==> src/rtl/n64_pkg.sv <==
// Shared types and protocol constants for the N64 controller line engines.
package n64_pkg;

  typedef enum logic [2:0] {
    StIdle,
    StTxLow,
    StTxHigh,
    StTxStop,
    StRxFall,
    StRxSample,
    StRxRise
  } n64_poll_state_t;

  localparam logic [7:0]  CMD_POLL  = 8'h01;
  localparam int unsigned CMD_BITS  = 8;
  localparam int unsigned RESP_BITS = 32;
  localparam int unsigned SAMPLE_US = 2;

  function automatic int unsigned max3(input int unsigned a, input int unsigned b,
                                       input int unsigned c);
    int unsigned m;
    m = (a > b) ? a : b;
    return (m > c) ? m : c;
  endfunction

endpackage

==> src/rtl/n64_line_sync.sv <==
// Two-flop synchroniser for the asynchronous N64 data line with registered edge pulses.
module n64_line_sync (
  input  logic clk,
  input  logic Reset,
  input  logic din,
  output logic level,
  output logic fall,
  output logic rise
);

  logic meta_q, sync_q, last_q;

  // Idle line is high, so all history flops reset to 1 to avoid a spurious edge.
  always_ff @(posedge clk) begin
    if (Reset) begin
      meta_q <= 1'b1;
      sync_q <= 1'b1;
      last_q <= 1'b1;
      fall   <= 1'b0;
      rise   <= 1'b0;
    end else begin
      meta_q <= din;
      sync_q <= meta_q;
      last_q <= sync_q;
      fall   <= last_q & ~sync_q;
      rise   <= ~last_q & sync_q;
    end
  end

  assign level = sync_q;

endmodule

==> src/rtl/n64_poll_engine.sv <==
// Periodically sends the N64 poll command and captures the 32-bit controller response.
module n64_poll_engine
  import n64_pkg::*;
#(
  parameter int unsigned US_TICKS      = 14,
  parameter int unsigned POLL_US       = 16667,
  parameter int unsigned RX_TIMEOUT_US = 100
) (
  input  logic        clk,
  input  logic        Reset,
  input  logic        poll_en,
  input  logic        N64_din,
  output logic        N64_oe,
  output logic [31:0] resp_data,
  output logic        resp_valid,
  output logic        timeout_err,
  output logic        busy
);

  localparam int unsigned PollTicks = POLL_US * US_TICKS;
  localparam int unsigned RxTicks   = RX_TIMEOUT_US * US_TICKS;
  localparam int unsigned MaxTicks  = max3(PollTicks, RxTicks, 3 * US_TICKS);
  localparam int unsigned CntW      = (MaxTicks > 1) ? $clog2(MaxTicks) : 1;
  localparam int unsigned IdxW      = $clog2(CMD_BITS);
  localparam int unsigned RxCntW    = $clog2(RESP_BITS + 1);

  localparam logic [CntW-1:0] PollTerm   = CntW'(PollTicks - 1);
  localparam logic [CntW-1:0] RxTerm     = CntW'(RxTicks - 1);
  localparam logic [CntW-1:0] UnitTerm   = CntW'(US_TICKS - 1);
  localparam logic [CntW-1:0] TripleTerm = CntW'(3 * US_TICKS - 1);
  localparam logic [CntW-1:0] SampleTerm = CntW'(SAMPLE_US * US_TICKS - 1);

  n64_poll_state_t    state_q;
  logic [CntW-1:0]    cnt_q;
  logic [IdxW-1:0]    bit_idx_q;
  logic [RxCntW-1:0]  rx_cnt_q;
  logic [31:0]        shift_q;

  logic line_level, line_fall, line_rise;
  logic tx_bit;
  logic [CntW-1:0] low_term, high_term;

  n64_line_sync u_sync (
    .clk   (clk),
    .Reset (Reset),
    .din   (N64_din),
    .level (line_level),
    .fall  (line_fall),
    .rise  (line_rise)
  );

  always_comb begin
    tx_bit    = CMD_POLL[bit_idx_q];
    low_term  = tx_bit ? UnitTerm : TripleTerm;
    high_term = tx_bit ? TripleTerm : UnitTerm;
  end

  always_ff @(posedge clk) begin
    if (Reset) begin
      state_q     <= StIdle;
      cnt_q       <= '0;
      bit_idx_q   <= IdxW'(CMD_BITS - 1);
      rx_cnt_q    <= '0;
      shift_q     <= '0;
      N64_oe      <= 1'b0;
      resp_data   <= '0;
      resp_valid  <= 1'b0;
      timeout_err <= 1'b0;
      busy        <= 1'b0;
    end else begin
      resp_valid  <= 1'b0;
      timeout_err <= 1'b0;
      case (state_q)
        StIdle: begin
          if (!poll_en) begin
            cnt_q <= '0;
          end else if (cnt_q == PollTerm) begin
            cnt_q     <= '0;
            bit_idx_q <= IdxW'(CMD_BITS - 1);
            N64_oe    <= 1'b1;
            busy      <= 1'b1;
            state_q   <= StTxLow;
          end else begin
            cnt_q <= cnt_q + CntW'(1);
          end
        end
        StTxLow: begin
          if (cnt_q == low_term) begin
            cnt_q   <= '0;
            N64_oe  <= 1'b0;
            state_q <= StTxHigh;
          end else begin
            cnt_q <= cnt_q + CntW'(1);
          end
        end
        StTxHigh: begin
          if (cnt_q == high_term) begin
            cnt_q  <= '0;
            N64_oe <= 1'b1;
            if (bit_idx_q == '0) begin
              state_q <= StTxStop;
            end else begin
              bit_idx_q <= bit_idx_q - IdxW'(1);
              state_q   <= StTxLow;
            end
          end else begin
            cnt_q <= cnt_q + CntW'(1);
          end
        end
        StTxStop: begin
          if (cnt_q == UnitTerm) begin
            cnt_q    <= '0;
            N64_oe   <= 1'b0;
            rx_cnt_q <= '0;
            state_q  <= StRxFall;
          end else begin
            cnt_q <= cnt_q + CntW'(1);
          end
        end
        StRxFall: begin
          if (line_fall) begin
            cnt_q   <= '0;
            state_q <= StRxSample;
          end else if (cnt_q == RxTerm) begin
            cnt_q       <= '0;
            timeout_err <= 1'b1;
            busy        <= 1'b0;
            state_q     <= StIdle;
          end else begin
            cnt_q <= cnt_q + CntW'(1);
          end
        end
        StRxSample: begin
          if (cnt_q == SampleTerm) begin
            cnt_q    <= '0;
            shift_q  <= {shift_q[30:0], line_level};
            rx_cnt_q <= rx_cnt_q + RxCntW'(1);
            state_q  <= StRxRise;
          end else begin
            cnt_q <= cnt_q + CntW'(1);
          end
        end
        StRxRise: begin
          // A '1' bit has usually released the line before sampling, so the level counts too.
          if (line_level || line_rise) begin
            cnt_q <= '0;
            if (rx_cnt_q == RxCntW'(RESP_BITS)) begin
              resp_data  <= shift_q;
              resp_valid <= 1'b1;
              busy       <= 1'b0;
              state_q    <= StIdle;
            end else begin
              state_q <= StRxFall;
            end
          end else if (cnt_q == RxTerm) begin
            cnt_q       <= '0;
            timeout_err <= 1'b1;
            busy        <= 1'b0;
            state_q     <= StIdle;
          end else begin
            cnt_q <= cnt_q + CntW'(1);
          end
        end
        default: begin
          cnt_q   <= '0;
          N64_oe  <= 1'b0;
          busy    <= 1'b0;
          state_q <= StIdle;
        end
      endcase
    end
  end

endmodule

==> config.mk <==
export PLATFORM = sky130hd
export DESIGN_NAME = n64_poll_engine
export DESIGN_NICKNAME = d
export VERILOG_FILES = /design/src/rtl/n64_pkg.sv /design/src/rtl/n64_line_sync.sv /design/src/rtl/n64_poll_engine.sv
export SDC_FILE = /design/constraint.sdc
export NUM_CORES = 1
export LEC_CHECK = 0
export BUFFER_PORTS_ARGS = -buffer_cell sky130_fd_sc_hd__buf_2
export CAP_MARGIN = 20
export CORE_AREA = 2 2 86 88
export DETAILED_ROUTE_END_ITERATION = 10
export DIE_AREA = 0 0 88 90
export PLACE_DENSITY_LB_ADDON = 0.1
export SYNTH_ARGS = -nofsm -noshare
export SYNTH_HDL_FRONTEND = slang
export SYNTH_SLANG_ARGS = --single-unit
==> constraint.sdc <==
create_clock -name clk -period 3.06 [get_ports clk]
set_input_delay 0.459 -clock clk [delete_from_list [all_inputs] [get_ports clk]]
set_output_delay 0.459 -clock clk [all_outputs]
set_load 0.05 [all_outputs]
# Word level (Yosys, flattened, before mapping)
# Memories as Yosys holds them, arrays and structs flattened. A register that Yosys moved wholly into a read port is not among the register bits.
# Index checks and enable logic that the tools add are counted.
word_totals:
  regBits: 103
  latch_bits: 0
  ram_bits: 0
  rom_bits: 8
  input_bits: 4
  output_inout_bits: 36
  wordCells: 116
  memories: 1
mem_list:
  columns: ["memory", "words", "word_bits", "rd", "rd_ports_with_merged_regs", "write_ports", "line", "source"]
  rows:
  - ["(no name shown)", 8, 1, 1, 1, 0, "n64_poll_engine.sv:53", "tx_bit = CMD_POLL[bit_idx_q];"]
op_classes:
  add_sub_neg: 3
  mul: 0
  n_div: 0
  n_lt_le_gt_ge: 1
  eq_ne: 22
  shifts: 0
  muxes: 51
  bitwise_logic: 8
  n_reduce_logical: 15
ops:
  columns: ["op", "count"]
  rows:
  - ["two-way mux 18 bit", 9]
  - ["case mux 18 bit (7 select lines)", 1]
  - ["two-way mux 3 bit", 16]
  - ["equality test 18 x 6 -> 1 bit", 2]
  - ["two-way mux 6 bit", 4]
  - ["case mux 3 bit (7 select lines)", 1]
  - ["adder 18 x 1 -> 18 bit, second input constant", 1]
  - ["equality test 18 x 11 -> 1 bit, second input constant", 1]
  - ["equality test 18 bit, second input constant", 1]
  - ["equality test 18 x 4 -> 1 bit, second input constant", 1]
  - ["equality test 18 x 5 -> 1 bit, second input constant", 1]
  - ["!= test 2 bit, second input constant", 8]
  - ["two-way mux 1 bit", 14]
  - ["case mux 6 bit (2 select lines)", 1]
  - ["AND reduction 6 bit", 2]
  - ["AND reduction 5 bit", 2]
  - ["equality test 3 bit, second input constant", 3]
  - ["adder 6 x 1 -> 6 bit, second input constant", 1]
  - ["equality test 3 x 2 -> 1 bit, second input constant", 2]
  - ["equality test 6 bit, second input constant", 1]
  - ["zero test 3 bit", 2]
  - ["inverter 1 bit", 6]
  - ["case mux 3 bit (2 select lines)", 1]
  - ["AND reduction 3 bit", 2]
  - ["14 further kinds", 17]

# Longest topological paths before layout
depth:
  depth_word: 8
  ltp_mapped: 9
  ltp_nobuf: 8

# Hierarchy
# A second synthesis with hierarchy kept.
hier_totals:
  hier_cells: 529
  area_unflattened_um2: 4271.6
modules_own_cells:
  columns: ["mod", "instances", "cells_per_inst", "area_each_um2", "seq_area_each_um2"]
  rows:
  - ["n64_poll_engine", 1, 519, 4137.7, 1981.9]
  - ["n64_line_sync", 1, 10, 133.9, 100.1]

# Least setup slack after synthesis
# OpenSTA, ideal clock, no wires.
synth_path:
  kind: "register to register"
  from: "register cnt_q[0]"
  to: "register cnt_q[10]"
  setup_time_ns: 0.115
  arrival_ns: 1.844
  t_required_ns: 2.945
  setup_slack_ns: 1.102
  path_stages_with_launch: 9
  path_buffers: 1
  synth_period_minus_slack_ns: 1.958
  path_cell_list: "dfxtp_1 > ha_1 > nor4b_1 > nand3_1 > nor2_1 > o22ai_2 > o31ai_4 > buf_6 > nor2_1"
synth_between:
  elab_chain_len: 4
  word_cells_on_any_way: 17
  cone_classes: "add/sub: 1; eq/ne: 6; mux: 10"
synth_rtl:
  columns: ["item", "line", "source"]
  rows:
  - ["start, declared", "n64_poll_engine.sv:34", "logic [CntW-1:0] cnt_q;"]
  - ["start signal, assigned", "n64_poll_engine.sv:84", "cnt_q <= cnt_q + CntW'(1);"]
  - ["start signal, assigned", "n64_poll_engine.sv:93", "cnt_q <= cnt_q + CntW'(1);"]
  - ["start signal, assigned", "n64_poll_engine.sv:107", "cnt_q <= cnt_q + CntW'(1);"]
  - ["adder 18 x 1 -> 18 bit, or another cell as far along", null, null]
  - ["two-way mux 18 bit, on equally long branches", "n64_poll_engine.sv:124, n64_poll_engine.sv:155, n64_poll_engine.sv:77", null]
  - ["two-way mux 18 bit, on equally long branches", "n64_poll_engine.sv:145, n64_poll_engine.sv:75, n64_poll_engine.sv:121", null]
  - ["case mux 18 bit (7 select lines) (*)", "n64_poll_engine.sv:73", "case (state_q)"]
# Mark *: on every way between the ends. The rest lies on a longest branch, timed or not.
# A chain may end at the register's enable or synchronous reset.

# Worst setup path in the final report
layout_path:
  from: "register cnt_q[0]"
  to: "register cnt_q[14]"
# Same word-level chain as after synthesis.

==> key figures <==
Die
  • Starting density of the core: 61.6%
  • Chip width: 88 µm
  • Die height: ~90 µm
  • Floorplan die area: 7920 µm²
  • Core region area: around 7000 µm²
  • I/O pin total: 40
  • Row count: 31

Pwr
  • Total power per unit cell area: between 400 and 500 nW/µm²
  • Worst IR drop on VDD: 0.322 mV
  • Leakage power total: 1.73 nW
  • Overall power after layout: around 2.3 mW

Clocking
  • Latest clock arrival within the worst-skew pair: about 0.36 ns
  • Count of cells resized by post-cts repair: 0
  • Clock tree from TritonCTS: built
  • Hold buffer count at CTS: 0
  • Longest Clk Path Bufs: 2
  • Clock root buffer: sky130_fd_sc_hd__clkbuf_8
  • Count of clock tree sinks: 104
  • Post-CTS setup buffer count: 0
  • Deepest level of the CTS H-tree: 3
  • Number of buffers created by CTS: 9
  • Clock edge transition at the registers on the reported setup and hold paths: around 0.10 ns

Placed design
  • Detailed placement HPWL: 5580 µm
  • Dpl cell area: 4560 µm²
  • Global placement routability congestion: 0.917
  • Number of cells in the design after placement: 645
  • # port buffers: 39

Worst setup path
  • Kind of start point of the critical path: flip-flop
  • Cell type with the highest occurrence count on the critical path: sky130_fd_sc_hd__nor2_1
  • Crit path capture type: flip-flop
  • Crit path depth: 7
  • Register-to-Register Path Depth: 7
  • Required time at the worst-slack endpoint: 3.28 ns
  • Worst-path cell chain: ha_1, nor4b_1, nand3_1, nor2_1, o22ai_2, o31ai_4, nor2_1
  • Family with the most delay on the worst path: simple AND/OR/NAND/NOR gates
  • Worst setup endpoint: cnt_q[14]$_SDFF_PP0_
  • Setup slack, reg-to-reg: 0.66 ns
  • Launching element of the worst setup path: cnt_q[0]$_SDFF_PP0_
  • Cell type of the slowest stage on the worst timing path: sky130_fd_sc_hd__o31ai_4
  • Longest individual stage delay on the worst path: 0.65 ns
  • Launch instance of the worst register-to-register path: cnt_q[0]$_SDFF_PP0_
  • Worst path arrival time: 2.61 ns
  • Count of buffering cells on the critical path with inverters included: 0
  • R2r endpoint: cnt_q[14]$_SDFF_PP0_
  • Critical-path maximum fanout: 18
  • Setup CP Type: reg2reg

Timing
  • Final critical-path share of the clock period: around 78%
  • Setup repair after global routing missed its margin: false
  • Setup TNS: 0 ns
  • Pin slew with the least headroom to its limit: 0.836 ns
  • Remaining max-slew budget at the tightest pin: 44.3%
  • Worst hold slack across all endpoints: 0.284 ns
  • Finish-stage setup viols: 0
  • Fin Clk Skew: 0.0144 ns
  • Final Hold Violating Endpoints: 0
  • Max Clock Freq: 417 MHz
  • Final-report max-slew violation count: 0
  • Time the worst path needs with I/O delays and setup: approximately 2.4 ns

Synth
  • Count of yosys warnings during synthesis: 0
  • Leading cell types by total area after synthesis: sky130_fd_sc_hd__dfxtp_1, sky130_fd_sc_hd__nand2_1, sky130_fd_sc_hd__a21oi_1, sky130_fd_sc_hd__nor2_1, sky130_fd_sc_hd__xnor2_1
  • Share of synthesized area occupied by flip-flops and latches: 48.2%
  • Per-instance average area after synthesis: 8.14 µm²
  • Yosys cell types: 50
  • Netlist area before placement: 4320 µm²
  • Syn Inst Count: 531
  • Share of Yosys cell area claimed by the top area cell type: 48.2%
  • Share of synthesized flip-flops with an asynchronous set or reset: 0%
  • Synthesized net count: 541
  • Post-synthesis register bit count: 104
  • Predominant post-synthesis flop cell: sky130_fd_sc_hd__dfxtp_1
  • Post-synth top area cell: sky130_fd_sc_hd__dfxtp_1
  • Number of flops mapped to enable cells by yosys: 0

Global route
  • All-layer global routing usage: 23.1%
  • Pin count of the biggest net entering global routing: approximately 50
  • Global-route wire length before repair: about 15000 µm
  • Initial antenna violation count: 0
  • GR Util met3: between 6 and 7%
  • Number of global-route vias before repair: ~3300
  • Met2 demand-to-capacity share in global routing: a little under two fifths
  • Global-route congestion overflow total: 0
  • Met1 global-route usage: 30.8%
  • Grt peak-use layer: met2

Job
  • Max-capacitance violation count: 0

Min path
  • Hold Path Class: in2reg

Cells and area
  • Leading cell types in the layout, fill and taps excluded: sky130_fd_sc_hd__nand2_1, sky130_fd_sc_hd__dfxtp_1, sky130_fd_sc_hd__a21oi_1
  • Layout Nets: 567
  • Layout Cells excl Fill: 660
  • Syn-to-layout area delta: 10.0%
  • Number of diodes added for antenna fixing: 0
  • Fraction of final layout cells sized beyond drive strength 1: 14.3%
  • Post-route design area: 4750 µm²
  • Most common library cell in the layout ignoring fill and taps: sky130_fd_sc_hd__nand2_1

Drt
  • Number of remaining DRC errors: 0
  • First-pass detailed-route iteration total: 4
  • Via-per-instance ratio: 5.42
  • Post-detailed-route count of antenna-violating nets: 0
  • Post-detailed-route wirelength per cell: 12.7 µm
  • Final wirelength: about 8400 µm
  • Detailed Route Iter0 Violations: 151
  • Via count: 3576

Outcome
  • Status: complete, no violations
-- report_power, final --
group,internal [mW],total (mW),leakage [nW],switching [mW]
combinational,0.0195,0.0617,0.800,0.0421
sequential,1.36,1.36,0.838,0.00697
clock,0.378,0.838,0.0921,0.459
total,1.76,2.26,1.73,0.508
-- logic make-up (layout without fill, tap and decap cells) --
kind of cell | Yosys count | after routing | share of synthesized area (%)
AND/OR/NAND/NOR | 256 | 256 | 27.6
AO/OA/AOI/OAI | 100 | 100 | 13.6
XOR/XNOR | 22 | 22 | 4.46
flip-flops | 104 | 104 | 48.2
buffers and inverters | 41 | 71 | 3.91
multiplexers | 2 | 2 | 0.492
adder cells (fa/ha/maj) | 6 | 6 | 1.74
-- sequential cells by signal (all words and copies together) (netlist names) --
name and flops:
tx_bit 1, resp_valid 1, state_q 3, shift_q 32, rx_cnt_q 6, timeout_err 1, busy 1, cnt_q 18
bit_idx_q 3, u_sync.fall 1, resp_data 32, u_sync.meta_q 1, u_sync.level 1, N64_oe 1, u_sync.rise 1, u_sync.last_q 1
-- through the flow --
stage               worst slack [ns]  util (%)
global route                   0.381      67.7
detailed placement             0.667      65.0
global placement               0.772      65.0
floorplan                       1.10         -
finish                         0.664      67.7
CTS                            0.634      67.7
-- worst min path at each step --
stage	slack (ns)	end	cells after the start	start
4_1_cts	0.27	u_sync.meta_q$_SDFF_PP1_	2	N64_din
6_report	0.28	u_sync.meta_q$_SDFF_PP1_	2	N64_din
5_1_grt	0.27	u_sync.meta_q$_SDFF_PP1_	2	N64_din
3_5_place_dp	0.40	u_sync.level$_SDFF_PP1_	1	u_sync.meta_q$_SDFF_PP1_
2_1_floorplan	0.39	u_sync.level$_SDFF_PP1_	1	u_sync.meta_q$_SDFF_PP1_
3_3_place_gp	0.39	u_sync.level$_SDFF_PP1_	1	u_sync.meta_q$_SDFF_PP1_
-- layout make-up --
| cell class | count | area (µm²) |
|---|---|---|
| fill | 623 | 2270 |
| tap | 99 | 124 |
| clock inverter | 6 | 67.6 |
| sequential | 104 | 2080 |
| clock buffer | 9 | 124 |
| inverter | 11 | 41.3 |
| multi-input combinational | 386 | 2080 |
| timing repair buffer | 45 | 240 |
-- synth_stat cells (2+ instances only) --
cell / instances
sky130_fd_sc_hd__a21oi_1: 72
sky130_fd_sc_hd__a31oi_1: 3
sky130_fd_sc_hd__and2_1: 2
sky130_fd_sc_hd__and3_1: 7
sky130_fd_sc_hd__and4_1: 3
sky130_fd_sc_hd__buf_2: 6
sky130_fd_sc_hd__clkbuf_1: 23
sky130_fd_sc_hd__dfxtp_1: 104
sky130_fd_sc_hd__ha_1: 6
sky130_fd_sc_hd__inv_1: 11
sky130_fd_sc_hd__nand2_1: 144
sky130_fd_sc_hd__nand2b_1: 5
sky130_fd_sc_hd__nand3_1: 13
sky130_fd_sc_hd__nand3b_1: 3
sky130_fd_sc_hd__nand4_1: 3
sky130_fd_sc_hd__nor2_1: 42
sky130_fd_sc_hd__nor2b_1: 5
sky130_fd_sc_hd__nor3_1: 7
sky130_fd_sc_hd__nor3b_1: 2
sky130_fd_sc_hd__nor4_1: 3
sky130_fd_sc_hd__nor4_2: 2
sky130_fd_sc_hd__nor4b_2: 3
sky130_fd_sc_hd__o2111ai_1: 2
sky130_fd_sc_hd__o21ai_0: 8
sky130_fd_sc_hd__o21bai_1: 2
sky130_fd_sc_hd__or2_2: 6
sky130_fd_sc_hd__xnor2_1: 11
sky130_fd_sc_hd__xor2_1: 11
-- metal layers --
layer | part of all wire [%] | wire length [µm]
met1 | 46 | 3860
met2 | 47 | 3930
met3 | 5.7 | 475
met4 | 1.2 | 99
met5 | 0 | 0
No activity file was read; power rests on OpenSTA's default activity.
